**src/rtl/icache_fetch_pkg.sv**
```systemverilog
// Shared definitions for the direct-mapped instruction cache: FSM encoding,
// default geometry and address-field helpers.
package icache_fetch_pkg;

  localparam int INDEX_W_DEF = 6;

  typedef enum logic [1:0] {
    ST_IDLE  = 2'd0,
    ST_MISS  = 2'd1,
    ST_DRAIN = 2'd2
  } state_e;

  // Line index of a byte address, right-aligned in a 32-bit result.
  function automatic logic [31:0] index_of(input logic [31:0] pc, input int unsigned index_w);
    logic [31:0] mask;
    mask = (32'd1 << index_w) - 32'd1;
    return (pc >> 2) & mask;
  endfunction

  // Tag of a byte address, right-aligned in a 32-bit result.
  function automatic logic [31:0] tag_of(input logic [31:0] pc, input int unsigned index_w);
    return pc >> (index_w + 2);
  endfunction

endpackage

```
**src/rtl/icache_array.sv**
```systemverilog
// Valid/tag/data storage for the instruction cache: combinational read,
// synchronous single-line write, and a one-cycle clear of every valid bit.
module icache_array
  import icache_fetch_pkg::*;
#(
  parameter int INDEX_W = INDEX_W_DEF,
  parameter int TAG_W   = 32 - 2 - INDEX_W
) (
  input  logic               clk,
  input  logic               rst_n,
  input  logic               clr,
  input  logic               wr_en,
  input  logic [INDEX_W-1:0] wr_idx,
  input  logic [TAG_W-1:0]   wr_tag,
  input  logic [31:0]        wr_data,
  input  logic [INDEX_W-1:0] rd_idx,
  output logic               rd_valid,
  output logic [TAG_W-1:0]   rd_tag,
  output logic [31:0]        rd_data
);

  localparam int LINES = 1 << INDEX_W;

  logic [LINES-1:0] valid_q;
  logic [TAG_W-1:0] tag_q  [LINES];
  logic [31:0]      data_q [LINES];

  // The clear is assigned last so it overrides a fill landing on the same edge.
  always_ff @(posedge clk) begin
    if (!rst_n) begin
      valid_q <= '0;
    end else begin
      if (wr_en) valid_q[wr_idx] <= 1'b1;
      if (clr)   valid_q <= '0;
    end
  end

  // NOTE: tag/data arrays carry no reset; the valid bits alone decide whether
  // a line is meaningful, and leaving them unreset lets them map to plain RAM.
  always_ff @(posedge clk) begin
    if (wr_en) begin
      tag_q[wr_idx]  <= wr_tag;
      data_q[wr_idx] <= wr_data;
    end
  end

  assign rd_valid = valid_q[rd_idx];
  assign rd_tag   = tag_q[rd_idx];
  assign rd_data  = data_q[rd_idx];

endmodule

```
**src/rtl/icache_fetch.sv**
```systemverilog
// Direct-mapped, one-word-per-line instruction cache between the fetch stage
// and the memory controller's instruction port, with flush and invalidate.
module icache_fetch
  import icache_fetch_pkg::*;
#(
  parameter  int INDEX_W = INDEX_W_DEF,
  localparam int TAG_W   = 32 - 2 - INDEX_W
) (
  input  logic        clk_in,
  input  logic        rst_n_in,
  input  logic        rdy_in,
  input  logic        fetch_req_in,
  input  logic [31:0] fetch_pc_in,
  output logic        fetch_ready_out,
  output logic        fetch_valid_out,
  output logic [31:0] fetch_instr_out,
  input  logic        flush_in,
  input  logic        invalidate_in,
  output logic        mem_req_out,
  output logic [31:0] mem_addr_out,
  input  logic        mem_done_in,
  input  logic [31:0] mem_instr_in
);

  state_e       state_q, state_d;
  logic [31:0]  miss_pc_q, miss_pc_d;
  logic         valid_q, valid_d;
  logic [31:0]  instr_q, instr_d;
  logic         fill;

  logic [INDEX_W-1:0] rd_idx, fill_idx;
  logic [TAG_W-1:0]   req_tag, fill_tag, rd_tag;
  logic               rd_valid;
  logic [31:0]        rd_data;
  logic               hit;

  assign rd_idx   = INDEX_W'(index_of(fetch_pc_in, INDEX_W));
  assign req_tag  = TAG_W'(tag_of(fetch_pc_in, INDEX_W));
  assign fill_idx = INDEX_W'(index_of(miss_pc_q, INDEX_W));
  assign fill_tag = TAG_W'(tag_of(miss_pc_q, INDEX_W));
  assign hit      = rd_valid && (rd_tag == req_tag);

  icache_array #(
    .INDEX_W (INDEX_W),
    .TAG_W   (TAG_W)
  ) u_array (
    .clk      (clk_in),
    .rst_n    (rst_n_in),
    .clr      (invalidate_in && rdy_in),
    .wr_en    (fill && rdy_in),
    .wr_idx   (fill_idx),
    .wr_tag   (fill_tag),
    .wr_data  (mem_instr_in),
    .rd_idx   (rd_idx),
    .rd_valid (rd_valid),
    .rd_tag   (rd_tag),
    .rd_data  (rd_data)
  );

  assign fetch_ready_out = (state_q == ST_IDLE) && !flush_in;
  // Dropped in the done cycle so the controller never sees a fresh request.
  assign mem_req_out     = ((state_q == ST_MISS) || (state_q == ST_DRAIN)) && !mem_done_in;
  assign mem_addr_out    = {miss_pc_q[31:2], 2'b00};
  assign fetch_valid_out = valid_q;
  assign fetch_instr_out = instr_q;

  // NOTE: every variable gets its default first so no path leaves one
  // unassigned, which would otherwise infer a latch.
  always_comb begin
    state_d   = state_q;
    miss_pc_d = miss_pc_q;
    valid_d   = 1'b0;
    instr_d   = instr_q;
    fill      = 1'b0;
    case (state_q)
      ST_IDLE: begin
        if (fetch_req_in && fetch_ready_out) begin
          if (hit) begin
            valid_d = 1'b1;
            instr_d = rd_data;
          end else begin
            miss_pc_d = fetch_pc_in;
            state_d   = ST_MISS;
          end
        end
      end
      ST_MISS: begin
        if (mem_done_in) begin
          fill    = 1'b1;
          state_d = ST_IDLE;
          if (!flush_in) begin
            valid_d = 1'b1;
            instr_d = mem_instr_in;
          end
        end else if (flush_in) begin
          state_d = ST_DRAIN;
        end
      end
      ST_DRAIN: begin
        // The fill still lands, but the flushed requester gets no response.
        if (mem_done_in) begin
          fill    = 1'b1;
          state_d = ST_IDLE;
        end
      end
      default: state_d = ST_IDLE;
    endcase
  end

  // NOTE: sequential state uses non-blocking assignments so every register
  // samples pre-edge values regardless of statement order.
  always_ff @(posedge clk_in) begin
    if (!rst_n_in) begin
      state_q   <= ST_IDLE;
      miss_pc_q <= '0;
      valid_q   <= 1'b0;
      instr_q   <= '0;
    end else if (rdy_in) begin
      state_q   <= state_d;
      miss_pc_q <= miss_pc_d;
      valid_q   <= valid_d;
      instr_q   <= instr_d;
    end
  end

endmodule
```
**config.mk**
```make
export PLATFORM = sky130hd
export DESIGN_NAME = icache_fetch
export DESIGN_NICKNAME = d
export VERILOG_FILES = /design/src/rtl/icache_fetch_pkg.sv /design/src/rtl/icache_array.sv /design/src/rtl/icache_fetch.sv
export SDC_FILE = /design/constraint.sdc
export NUM_CORES = 2
export LEC_CHECK = 0
export BUFFER_PORTS_ARGS = -buffer_cell sky130_fd_sc_hd__buf_2
export CORE_MARGIN = 1.5
export CORE_UTILIZATION = 31
export CTS_CLUSTER_SIZE = 28
export DETAILED_ROUTE_END_ITERATION = 10
export PLACE_DENSITY = 0.45
export RECOVER_POWER = 100
export SETUP_SLACK_MARGIN = 0.5
export SYNTH_ARGS = -nofsm -noshare
export SYNTH_HDL_FRONTEND = slang
export SYNTH_SLANG_ARGS = --single-unit
export TNS_END_PERCENT = 100
```
**constraint.sdc**
```tcl
create_clock -name clk_in -period 5.07 [get_ports clk_in]
set_input_delay 0.507 -clock clk_in [delete_from_list [all_inputs] [get_ports clk_in]]
set_output_delay 0.507 -clock clk_in [all_outputs]
set_load 0.02 [all_outputs]
```
==> report_table.html <==
<table>
<tr><th>Metric</th><th>Value</th></tr>
<tr><th colspan="2">Yosys</th></tr>
<tr><td>Most area-hungry cell type in the Yosys netlist</td><td>edfxtp_1</td></tr>
<tr><td>Number of enable flip-flop cells after synthesis</td><td>approximately 3.6k</td></tr>
<tr><td>Portion of netlist area occupied by mux cells</td><td>17.6%</td></tr>
<tr><td>Avg Synthesized Cell Area</td><td>22.3 um^2</td></tr>
<tr><td>Synth cell types</td><td>70</td></tr>
<tr><td>Gate Count Post-Synth</td><td>6,402</td></tr>
<tr><td>Post-synthesis compound-gate area fraction</td><td>2.06%</td></tr>
<tr><td>Number of synthesized register bits</td><td>3,713</td></tr>
<tr><td>Async set-reset flop share out of synthesis</td><td>0%</td></tr>
<tr><td>Share of the yosys chip area belonging to registers</td><td>77.2%</td></tr>
<tr><td>Fraction of the mapped netlist area in adder cells</td><td>0.0263%</td></tr>
<tr><td>Most frequent cells after synthesis</td><td>edfxtp_1, mux4_2, mux2i_1</td></tr>
<tr><td>Dominant register cell in the synthesized netlist</td><td>edfxtp_1</td></tr>
<tr><td>Post-Synthesis Cell Area</td><td>143,000 um^2</td></tr>
<tr><td>Main area contributors after synthesis</td><td>edfxtp_1, mux4_2, mux2i_1, dfxtp_1, a22oi_1</td></tr>
<tr><td>Most frequently used cell type in the post-synthesis netlist</td><td>edfxtp_1</td></tr>
<tr><td>Synthesized-area fraction occupied by xor and xnor cells</td><td>less than 1%</td></tr>
<tr><td>Post-synthesis simple-gate area fraction</td><td>1.59%</td></tr>
<tr><td>Dominant combinational cell family by area after synthesis</td><td>multiplexers</td></tr>
<tr><td>Number of warnings reported in the yosys synthesis log</td><td>0</td></tr>
<tr><td>Yosys top cell area share</td><td>75.4%</td></tr>
<tr><th colspan="2">Power and ir drop</th></tr>
<tr><td>Maximum resistive drop on vdd</td><td>0.000299 V</td></tr>
<tr><td>Clock share of power</td><td>43.8%</td></tr>
<tr><td>Sequential share of power</td><td>approximately 52%</td></tr>
<tr><td>Net switching share of the total power</td><td>21.5%</td></tr>
<tr><td>PD cells</td><td>392 nW/um^2</td></tr>
<tr><td>Total internal power</td><td>around 0.051 W</td></tr>
<tr><td>Leakage</td><td>54.4 nW</td></tr>
<tr><td>Sw power</td><td>0.0139 W</td></tr>
<tr><td>Share of total power in combinational logic</td><td>4.5%</td></tr>
<tr><th colspan="2">Worst setup path</th></tr>
<tr><td>Slack of the worst reg-to-reg path</td><td>0.30 ns</td></tr>
<tr><td>Kind of end point of the critical path</td><td>register</td></tr>
<tr><td>Largest fanout of any net on the critical path</td><td>34</td></tr>
<tr><td>Setup crit start kind</td><td>register</td></tr>
<tr><td>Arrival time reported for the critical path endpoint</td><td>5.26 ns</td></tr>
<tr><td>Data required time at the worst endpoint</td><td>5.55 ns</td></tr>
<tr><td>WS Path Type</td><td>register to register</td></tr>
<tr><th colspan="2">Cells and area</th></tr>
<tr><td>Layout cell share with drive strength beyond 1</td><td>26.3%</td></tr>
<tr><td>Area growth from synthesis to final layout</td><td>16.0%</td></tr>
<tr><td>Area occupied by multi-input gates</td><td>30,900 um^2</td></tr>
<tr><td>Total of fill cells in the finished design</td><td>approximately 42k</td></tr>
<tr><td>Finished Core Util</td><td>36.1%</td></tr>
<tr><td>Number of nets in the layout</td><td>approximately 7.1k</td></tr>
<tr><td>Storage cell area</td><td>roughly 110,000 um^2</td></tr>
<tr><th colspan="2">STA</th></tr>
<tr><td>Max-slew violations</td><td>6,533</td></tr>
<tr><td>Setup violations, final</td><td>0</td></tr>
<tr><td>Post-layout min period</td><td>between 4 and 5 ns</td></tr>
<tr><td>Post-route fraction of the period consumed by the critical path</td><td>about 94%</td></tr>
<tr><td>Hold Fails Final Rpt</td><td>0</td></tr>
<tr><td>Max transition margin</td><td>-115%</td></tr>
<tr><td>Unrepaired setup endpoints after global routing</td><td>no</td></tr>
<tr><td>Fmax</td><td>between 0.2 and 0.25 GHz</td></tr>
<tr><td>Crit path setup slack, layout</td><td>0.297 ns</td></tr>
<tr><td>Skew final</td><td>0.0796 ns</td></tr>
<tr><td>Slew at the pin with the worst max-slew slack</td><td>3.22 ns</td></tr>
<tr><td>Total negative slack</td><td>0 ns</td></tr>
<tr><th colspan="2">Global routing</th></tr>
<tr><td>Wire length of the first global-routing pass</td><td>636 mm</td></tr>
<tr><td>Largest net degree at the start of global routing</td><td>104</td></tr>
<tr><td>Number of antenna violations at the first check in global routing</td><td>21</td></tr>
<tr><td>GRT Overall Usage</td><td>20.0%</td></tr>
<tr><td>Vias in the first global route</td><td>72.6k</td></tr>
<tr><td>Grt ovf</td><td>0</td></tr>
<tr><th colspan="2">Clock tree</th></tr>
<tr><td>CTS tree</td><td>done</td></tr>
<tr><td>Num Clock Sinks</td><td>around 3.7k</td></tr>
<tr><td>Clock Path Buffers</td><td>4</td></tr>
<tr><td>Clock latency on the worst-skew pair</td><td>0.99 ns</td></tr>
<tr><td>Root buffer cell</td><td>clkbuf_16</td></tr>
<tr><td>H-tree levels</td><td>5</td></tr>
<tr><td>Number of CTS-inserted buffers</td><td>395</td></tr>
<tr><td>Post-CTS clock slew at the launch and capture registers of the worst setup and hold paths</td><td>0.06 ns</td></tr>
<tr><th colspan="2">Die</th></tr>
<tr><td>Height of the die</td><td>682 um</td></tr>
<tr><td>Core region area</td><td>459,000 um^2</td></tr>
<tr><td>Starting density of the core</td><td>31.1%</td></tr>
<tr><td>Number of primary I/O pins</td><td>~140</td></tr>
<tr><td>Total Die Area</td><td>~460,000 um^2</td></tr>
<tr><td>Placement row count</td><td>between 200 and 250</td></tr>
<tr><td>Chip width</td><td>682 um</td></tr>
<tr><th colspan="2">Place</th></tr>
<tr><td>Placer congestion estimate</td><td>0.769</td></tr>
<tr><td>DP Wirelength</td><td>about 250 mm</td></tr>
<tr><td>Setup Slack @ Placement</td><td>-0.0579 ns</td></tr>
<tr><td># port buffers</td><td>133</td></tr>
<tr><th colspan="2">Route</th></tr>
<tr><td>First-pass iteration count of the detailed router</td><td>6</td></tr>
<tr><td>Detailed-route wire length per cell</td><td>35.0 um</td></tr>
<tr><td>Number of vias per cell after detailed routing</td><td>5.29</td></tr>
<tr><td>Vias</td><td>just over 70k</td></tr>
<tr><td>Iter 0 DRT Violations</td><td>8,304</td></tr>
<tr><td>Number of antenna-violating nets in the routed design</td><td>0</td></tr>
<tr><td>Number of remaining DRC errors</td><td>0</td></tr>
<tr><td>Drt total wl</td><td>473 mm</td></tr>
<tr><th colspan="2">Min path</th></tr>
<tr><td>Worst Hold Class</td><td>input port to register</td></tr>
<tr><th colspan="2">Status</th></tr>
<tr><td>Violated checks</td><td>capacitance limit, slew limit</td></tr>
<tr><td>Outcome</td><td>complete, but fails checks</td></tr>
<tr><th colspan="2">Run</th></tr>
<tr><td>Max-capacitance violation count</td><td>between 150 and 200</td></tr>
</table>
[kinds of logic (layout without fill, tap and decap cells)]
group / Yosys count / count (layout)
buffers and inverters: 365 / 1301
other: 1 / 3
XOR/XNOR: 26 / 26
flip-flops: 3713 / 3713
adder cells (fa/ha/maj): 3 / 3
AND/OR/NAND/NOR: 495 / 495
AO/OA/AOI/OAI: 430 / 430
multiplexers: 1369 / 1369
[worst paths after layout]
check / start / endpoint / cells past startpoint
worst min register to register: fetch_instr_out[8]$_SDFFE_PN0P_ / fetch_instr_out[8]$_SDFFE_PN0P_ / 2
worst min-delay path: fetch_pc_in[2] / miss_pc_q[2]$_SDFFE_PN0P_ / 4
worst max-delay path: state_q[0]$_SDFFE_PN0P_ / u_array.tag_q[46][21]$_DFFE_PP_ / 8
worst max register to register: state_q[0]$_SDFFE_PN0P_ / u_array.tag_q[46][21]$_DFFE_PP_ / 8
[cells in the final DEF, fill, tap and decap left out, types with 15 or more instances in the layout]
| master | n |
|---|---|
| a211oi_1 | 17 |
| a21oi_1 | 52 |
| a22oi_1 | 122 |
| buf_12 | 53 |
| buf_2 | 39 |
| buf_4 | 172 |
| bufinv_16 | 29 |
| clkbuf_1 | 218 |
| clkbuf_16 | 407 |
| clkbuf_2 | 88 |
| clkinv_1 | 107 |
| clkinv_2 | 66 |
| dfxtp_1 | 123 |
| dlygate4sd3_1 | 52 |
| edfxtp_1 | 3584 |
| mux2_2 | 45 |
| mux2i_1 | 413 |
| mux4_2 | 911 |
| nand2_1 | 194 |
| nand3_1 | 83 |
| nand4_1 | 15 |
| nor2_1 | 79 |
| nor2_4 | 25 |
| nor2b_1 | 19 |
| o21a_1 | 64 |
| o21ai_0 | 54 |
| o22ai_1 | 35 |
[routing by layer]
layer	global-route usage, %	share of wire (%)	wire length [um]
met1	27.5	43	202000
met2	33.8	49	233000
met3	2.39	5.2	24700
met4	4.59	2.7	12800
met5	0	0	0
[layout make-up]
type / count / area share [%]
inverter: 12 / 0.0347
clock buffer: 486 / 6.38
timing repair buffer: 568 / 2.53
multi-input combinational: 2325 / 18.7
antenna: 1 / 0.00151
clock inverter: 235 / 1.23
tap: 6149 / 4.64
sequential: 3713 / 66.5
[sequential cells by signal (all words and copies together), names as in the netlist]
| register | flops |
|---|---|
| u_array.tag_q | 1536 |
| state_q | 2 |
| u_array.valid_q | 64 |
| fetch_valid_out | 1 |
| fetch_instr_out | 32 |
| u_array.data_q | 2048 |
| miss_pc_q | 30 |
[worst max-delay path, stage by stage (launching register included)]
cell and delay (ns):
dfxtp_1 0.39, inv_1 0.09, ha_1 0.30, nand3_1 0.45, nor2_1 0.43, nand3_1 0.14
clkbuf_1 0.40, nor2_1 0.26, clkbuf_2 1.73
[repair_timing]
action | in CTS | in global routing
buffers inserted | 0 | 0
hold buffers | 52 | 0
endpoints found under the setup margin | 0 | 12
gates resized for setup | 0 | 2
endpoints found under the hold margin | 86 | 0
[power groups by stage]
stage | combinational, W | clock (W) | sequential, W
detailed placement | 0.00295 | 0 | 0.0343
global placement | 0.00292 | 0 | 0.0342
global route | 0.00308 | 0.0301 | 0.0336
floorplan | 0.00164 | 0 | 0.0343
CTS | 0.00298 | 0.0290 | 0.0336
finish | 0.00290 | 0.0284 | 0.0336
[stage by stage]
step                total power (W)  instances  cell area (um^2)  hold slack, ns
floorplan                    0.0359       6403            143000           0.435
global placement             0.0372      12700            154000           0.441
detailed placement           0.0372      12700            154000           0.449
CTS                          0.0656      13500            167000          0.0836
global route                 0.0668      13500            166000           0.220
finish                       0.0650      13500            166000           0.263
Note: power is estimated with default switching activity, not from simulation.
